**config.mk**
```make
export PLATFORM = sky130hd
export DESIGN_NAME = mux_stream_rr
export DESIGN_NICKNAME = d
export VERILOG_FILES = /design/src/rtl/mux_pkg.sv /design/src/rtl/mux_rr_pick.sv /design/src/rtl/mux_stream_rr.sv
export SDC_FILE = /design/constraint.sdc
export NUM_CORES = 1
export LEC_CHECK = 0
export ABC_AREA = 1
export CORE_MARGIN = 5
export CORE_UTILIZATION = 45
export CTS_CLUSTER_DIAMETER = 40
export DETAILED_ROUTE_END_ITERATION = 7
export GPL_ROUTABILITY_DRIVEN = 0
export PLACE_DENSITY = 0.95
export SLEW_MARGIN = 20
export SYNTH_ARGS = -nofsm -noshare
export SYNTH_HDL_FRONTEND = slang
export SYNTH_SLANG_ARGS = --single-unit
```
**constraint.sdc**
```tcl
create_clock -name clk -period 4.9 [get_ports clk]
set_input_delay 0.49 -clock clk [delete_from_list [all_inputs] [get_ports clk]]
set_output_delay 0.49 -clock clk [all_outputs]
set_load 0.05 [all_outputs]
```
**src/rtl/mux_pkg.sv**
```systemverilog
// mux_pkg: shared mode and output-stage state types for mux_stream_rr
package mux_pkg;
  typedef enum logic {MUX_FIXED = 1'b0, MUX_RR = 1'b1} mux_mode_e;
  typedef enum logic {ST_EMPTY = 1'b0, ST_FULL = 1'b1} mux_state_e;
endpackage

```
**src/rtl/mux_rr_pick.sv**
```systemverilog
// mux_rr_pick: first valid channel at or after ptr, wrapping, via rotate then priority encode
module mux_rr_pick #(
  parameter int N = 3,
  parameter int SELW = 2
) (
  input  logic [N-1:0]    valid,
  input  logic [SELW-1:0] ptr,
  output logic            found,
  output logic [SELW-1:0] idx
);
  logic [N-1:0] rot;
  logic [SELW-1:0] off;
  int sum;
  assign rot = N'({valid, valid} >> ptr);
  always_comb begin
    found = |rot;
    off = '0;
    for (int k = N - 1; k >= 0; k--) off = rot[k] ? SELW'(k) : off;
    sum = int'(ptr) + int'(off);
    idx = sum >= N ? SELW'(sum - N) : SELW'(sum);
  end
endmodule

```
**src/rtl/mux_stream_rr.sv**
```systemverilog
// mux_stream_rr: N-channel stream mux, fixed or round-robin select, registered output stage
// Define MUX_STATS_EN to add saturating per-channel grant counters on grant_cnt.
module mux_stream_rr
  import mux_pkg::*;
#(
  parameter int W = 8,
  parameter int N = 3,
  parameter int CNT_W = 16,
  localparam int SELW = $clog2(N) > 1 ? $clog2(N) : 1
) (
  input  logic              clk,
  input  logic              rst_n,
  input  logic              mode,
  input  logic [SELW-1:0]   sel,
  input  logic [N*W-1:0]    in_data,
  input  logic [N-1:0]      in_valid,
  output logic [N-1:0]      in_ready,
  output logic [W-1:0]      out_data,
  output logic              out_valid,
  input  logic              out_ready,
  output logic [SELW-1:0]   grant,
  output logic              err_sel
`ifdef MUX_STATS_EN
  ,
  output logic [N*CNT_W-1:0] grant_cnt
`endif
);
  mux_mode_e mode_e;
  mux_state_e state_q, state_d;
  logic [W-1:0] data_q, data_d;
  logic [SELW-1:0] grant_q, grant_d, ptr_q, ptr_d, pick_idx, cand;
  logic err_q, err_d, pick_found, sel_ok, cand_ok, load_en, xfer;
  assign mode_e = mux_mode_e'(mode);
  mux_rr_pick #(.N(N), .SELW(SELW)) u_pick (
    .valid(in_valid),
    .ptr(ptr_q),
    .found(pick_found),
    .idx(pick_idx)
  );
  always_comb begin
    sel_ok = int'(sel) < N;
    cand = mode_e == MUX_RR ? pick_idx : sel;
    cand_ok = mode_e == MUX_RR ? pick_found : sel_ok;
    load_en = state_q == ST_EMPTY || out_ready;
    xfer = load_en && cand_ok && in_valid[cand];
    in_ready = xfer ? N'(1) << cand : '0;
    state_d = xfer ? ST_FULL : out_ready ? ST_EMPTY : state_q;
    data_d = xfer ? in_data[cand*W +: W] : data_q;
    grant_d = xfer ? cand : grant_q;
    ptr_d = xfer && mode_e == MUX_RR ? (int'(cand) == N - 1 ? '0 : cand + 1'b1) : ptr_q;
    err_d = mode_e == MUX_FIXED && !sel_ok;
  end
  always_ff @(posedge clk or negedge rst_n) begin
    if (!rst_n) begin
      state_q <= ST_EMPTY;
      data_q <= '0;
      grant_q <= '0;
      ptr_q <= '0;
      err_q <= 1'b0;
    end else begin
      state_q <= state_d;
      data_q <= data_d;
      grant_q <= grant_d;
      ptr_q <= ptr_d;
      err_q <= err_d;
    end
  end
  assign out_valid = state_q == ST_FULL;
  assign out_data = data_q;
  assign grant = grant_q;
  assign err_sel = err_q;
`ifdef MUX_STATS_EN
  logic [N*CNT_W-1:0] cnt_q, cnt_d;
  always_comb begin
    cnt_d = cnt_q;
    if (xfer && !(&cnt_q[cand*CNT_W +: CNT_W])) cnt_d[cand*CNT_W +: CNT_W] = cnt_q[cand*CNT_W +: CNT_W] + 1'b1;
  end
  always_ff @(posedge clk or negedge rst_n) begin
    if (!rst_n) cnt_q <= '0;
    else cnt_q <= cnt_d;
  end
  assign grant_cnt = cnt_q;
`endif
endmodule
```
After elaboration in Yosys (flattened, before gate mapping) --
Cells that the tools add are included.
Cells by class: add/subtract/negate cells 3, $lt $le $gt $ge 3, equal/unequal tests 1, shift-type cells 3, mux-type cells 12, bitwise logic cells 2, reductions and logical operators 8
Operators with widths (count):
- $shiftx A24 B6 Y8 | 1
- $mux W2 | 6
- $shr A6 B2 Y3 | 1
- $logic_and A1 B1 Y1 | 4
- $mux W1 | 4
- $add A2 B2 Y3 | 1
- $ge A3 B2 Y1 const B | 1
- $lt A2 B3 Y1 const B | 1
- $mux W3 | 1
- $reduce_or A3 Y1 | 1
- $shl A1 B2 Y3 const A | 1
- $add A2 B1 Y2 const B | 1
- $bmux W1 S2 | 1
- $eq A2 B2 Y1 const B | 1
- $lt A2 B2 Y1 const B | 1
- $not A1 Y1 | 2
- $reduce_bool A2 Y1 | 1
- $sub A2 B1 Y2 const B | 1
- $logic_not A1 Y1 | 1
- $logic_or A1 B1 Y1 | 1
Storage, ports and cells: register bits after elaboration 14, input port bits 33, output and inout port bits 15, logic and storage cells 37

Depth between registers and ports, before layout --
word-level depth 12, gate-level depth with buffers 23, mapped depth without buffers 22

Cells and area by module --
Synthesis repeated with hierarchy kept, for this count alone.
Second synthesis, totals: cell total of the unflattened synthesis 162, area, all modules 1056.0 µm²
Modules (own cells, without submodules):
- mux_stream_rr | times used 1, cells each 131, area each 854.6 µm², sequential area each 350.3 µm²
- mux_rr_pick | times used 1, cells each 31, area each 201.4 µm², sequential area each 0.0 µm²

Least setup slack after synthesis --
OpenSTA, ideal clock, no wires.
path kind input-to-output, from input in_valid[0], to output in_ready[1], data arrival time 3212 ps, required time 4410 ps, slack 1198 ps, stages on the path 21, buffers on the path 1, cells stage by stage nand2_1 and2_4 nand2_2 a21oi_1 ha_1 inv_1 fa_1 inv_1 ha_1 inv_1 nand3_1 nand2_1 inv_1 nand2_1 o21ai_2 inv_2 nand2_1 nand2_1 nand2_4 buf_6 nor2_1
On the way: word-level cells in the longest chain between the ends 12, elaborated cells on any way between the ends 17, classes of those cells 2 x add/sub; 1 x order compare; 2 x shift; 9 x mux; 3 x reduce/logical
Ends and longest elaborated chain:
- from (decl) | line mux_stream_rr.sv:16 | input logic [N-1:0] in_valid,
- $shr A6 B2 Y3 | line mux_rr_pick.sv:14 | assign rot = N'({valid, valid} >> ptr);
- $mux W2 (3 in a row) | line mux_rr_pick.sv:18 | for (int k = N - 1; k >= 0; k--) off = rot[k] ? SELW'(k) : off;
- $add A2 B2 Y3 | line mux_rr_pick.sv:19 | sum = int'(ptr) + int'(off);
- $ge A3 B2 Y1 or $sub A2 B1 Y2 (tied branches) | line mux_rr_pick.sv:20 | idx = sum >= N ? SELW'(sum - N) : SELW'(sum);
- $mux W2 | line mux_rr_pick.sv:20
- $mux W2 | line mux_stream_rr.sv:42 | cand = mode_e == MUX_RR ? pick_idx : sel;
- $bmux W1 S2 | line mux_stream_rr.sv:45 | xfer = load_en && cand_ok && in_valid[cand];
- $mux W1 (not written as such) | line mux_stream_rr.sv:45
- $logic_and A1 B1 Y1 | line mux_stream_rr.sv:45
- $mux W3 * | line mux_stream_rr.sv:46 | in_ready = xfer ? N'(1) << cand : '0;
- to (decl) | line mux_stream_rr.sv:17 | output logic [N-1:0] in_ready,
Mark *: on every way between the ends. The rest lies on a longest branch, timed or not. The select of a mux whose other input is x is not followed.

Final worst setup path --
from input in_valid[1], to output in_ready[1]
The elaborated chain is that of the path after synthesis.

==> flow_metrics.env <==
export IMPL_outcome="finished, final reports clean"
export IMPL_grt_pass1_wl_um=4720
export IMPL_drv_slew=0
export IMPL_tightestPinTransition_ns=0.635
export IMPL_antenna_found_initial=0
export IMPL_groute_usage_overall_pct=17.2
export IMPL_tns_ns=0
export IMPL_dp_slack_ns=0.651
export IMPL_rsz0062_at_grt="no"
export IMPL_netlist_area_um2=1080
export IMPL_layout_nets=251
export IMPL_internal_power_mw=0.511
export IMPL_p_switching_mw=0.660
export IMPL_cts_sinks=14
export IMPL_fin_ws_ns=0.657
export IMPL_drtIter0Drc=37
export IMPL_area_growth_pct=48.2
export IMPL_placed_area_um2=1570
export IMPL_instances_no_fill=242
export IMPL_stdcell_area_um2=1610
export IMPL_cts_tree="yes"
export IMPL_final_layout_size_suffix_gt1_share_pct=8.88
export IMPL_cts_buffers=3
export IMPL_ys_seq_elements=14
export IMPL_vdd_ir_drop_max_uv=453
export IMPL_synthCells=170
export IMPL_syn_avg_cell_area_um2=6.37
export IMPL_route_detailed_drc=0
export IMPL_htreeDepth=1
export IMPL_antenna_left=0
export IMPL_setup_viol=0
export IMPL_ctsResizeCount=0
export IMPL_wl_per_cell_um=12.2
export IMPL_fin_crit_sh_pct=86.6
export IMPL_final_common_cell="nand2_1"
export IMPL_cp_start_kind="input port"
export IMPL_powerDensity_nw_per_um2=729
export IMPL_dp_hpwl_um=2310
export IMPL_num_antenna_cells=0
export IMPL_dp_cells=238
export IMPL_hold_class="reg2reg"
export IMPL_cts_max_path_buffers=2
export IMPL_yosysUniqueCellTypes=22
export IMPL_arrival_ns=3.75
export IMPL_p_sw_share_pct=56.4
export IMPL_cts_setup_buffers=0
export IMPL_synth_fp_nets=206
export IMPL_ys_seq_area_share_pct=32.3
export IMPL_slew_headroom_pct=57.5
export IMPL_path_class="in2out"
export IMPL_fp_dieH_um=59.1
export IMPL_vias=1218
export IMPL_path_clk_slew_ns=0.09
export IMPL_p_leak_nw=0.836
export IMPL_initial_utilization_pct=48.1
export IMPL_grt_max_degree=23
export IMPL_cts_root_buffer="clkbuf_4"
export IMPL_hold_viol_final=0
export IMPL_crit_fanout=22
export IMPL_viasPerCell=5.03
export IMPL_postCtsHoldBufs=0
export IMPL_cp_end_kind="output pin"
export IMPL_core_area_um2=2250
export IMPL_p_seq_share_pct=16.8
export IMPL_io_pins=48
export IMPL_fmax_ghz=0.236
export IMPL_multiInputGateArea_um2=627
export IMPL_num_rows=17
export IMPL_fin_crit_ns=4.24
export IMPL_register_area_um2=350
export IMPL_die_area_um2=3490
export IMPL_clock_latency_ns=0.28
export IMPL_die_x_um=59.1
export IMPL_fin_skew_ns=0.00117
export IMPL_first_pass_iters=4
export IMPL_overflow=0
export IMPL_drt_wl_total_um=2940
export IMPL_cap_violations=0
export IMPL_critPathRequiredTime_ns=4.41
export IMPL_port_buffer_count=47
export IMPL_combPwrFrac_pct=76.0
export IMPL_final_cell_mix="nand2_1, clkdlybuf4s50_1, nand3_1"
export IMPL_grt_pass1_vias=1150
export IMPL_clock_power_share_pct=7.2
export IMPL_yosysWarnings=0
export IMPL_fillers=191
[layout make-up]
class / instances / area share, %
Multi-Input combinational cell: 135 / 39.0
Timing Repair Buffer: 48 / 31.6
Sequential cell: 14 / 21.8
Inverter: 13 / 3.04
Clock buffer: 4 / 2.26
Tap cell: 28 / 2.18
[cells in the mapped netlist (all sizes together)]
master | number | share of area [%]
nand2 | 90 | 33
nand3 | 26 | 12
dfrtp | 14 | 32
inv | 13 | 4.5
buf | 8 | 5.3
nor2 | 6 | 3.0
o21ai | 4 | 2.2
nand4 | 3 | 1.7
ha | 2 | 2.3
a21oi | 1 | 0.46
and2 | 1 | 0.81
fa | 1 | 1.8
nor3 | 1 | 0.92
[power groups by stage]
stage	logic [mW]	clock network, mW	registers [mW]
floorplan	0.536	0	0.327
global placement	0.860	0	0.197
detailed placement	0.885	0	0.199
CTS	0.892	0.0858	0.196
global route	0.982	0.0899	0.203
finish	0.890	0.0844	0.197
[sequential cells by signal, summed over array words and instances (netlist names)]
| name | cells |
|---|---|
| grant | 2 |
| out_valid | 1 |
| out_data | 8 |
| ptr_q | 2 |
| err_sel | 1 |
[kinds of logic (layout without fill, tap and decap cells)]
kind of cell | after synthesis | in the layout | synth area share [%]
buf+inv | 21 | 65 | 9.82
flops | 14 | 14 | 32.3
compound gates | 5 | 5 | 2.66
simple gates | 127 | 127 | 51.0
fa+ha+maj | 3 | 3 | 4.16
[worst max-delay path: stages]
cell,delay (ns)
clkdlybuf4s50_1,0.51
nand2_1,0.08
nand3_1,0.09
nand2_1,0.09
a21oi_1,0.13
ha_1,0.15
inv_1,0.04
fa_1,0.49
inv_1,0.05
ha_1,0.17
inv_1,0.07
nand3_1,0.09
nand2_1,0.06
nand2_1,0.09
nand2_2,0.31
nand2_1,0.09
nand2_1,0.07
nand2_1,0.04
nand2_1,0.11
nand2_4,0.13
nor2_1,0.21
buf_12,0.17
[metal layers]
metal	global-route usage (%)	wire, µm	vias to the layer above	share of wire [%]
li1	-	-	621	-
met1	19.4	1110	541	38
met2	32.3	1570	52	53
met3	3.49	237	4	8.1
met4	4.53	31	0	1.1
met5	0	0	-	0
[worst paths after layout]
check	startpoint	end	slack [ns]	cells past startpoint
worst max-delay path	in_valid[1]	in_ready[1]	0.66	22
worst min-delay path	out_data[4]	out_data[4]	0.49	2
worst max register to register	ptr_q[0]	ptr_q[0]	1.60	23
worst min register to register	out_data[4]	out_data[4]	0.49	2
max in group asynchronous	rst_n	out_data[4]	3.90	1
min in group asynchronous	rst_n	out_data[1]	0.59	1
[per-stage QoR]
step / total power, mW / hold WS [ns] / utilization [%]
finish: 1.17 / 0.487 / 71.2
global route: 1.27 / 0.505 / 71.2
CTS: 1.17 / 0.487 / 71.2
detailed placement: 1.08 / 0.465 / 69.6
global placement: 1.06 / 0.464 / 69.6
floorplan: 0.863 / 0.194 / -
No activity file was read; power rests on OpenSTA's default activity.
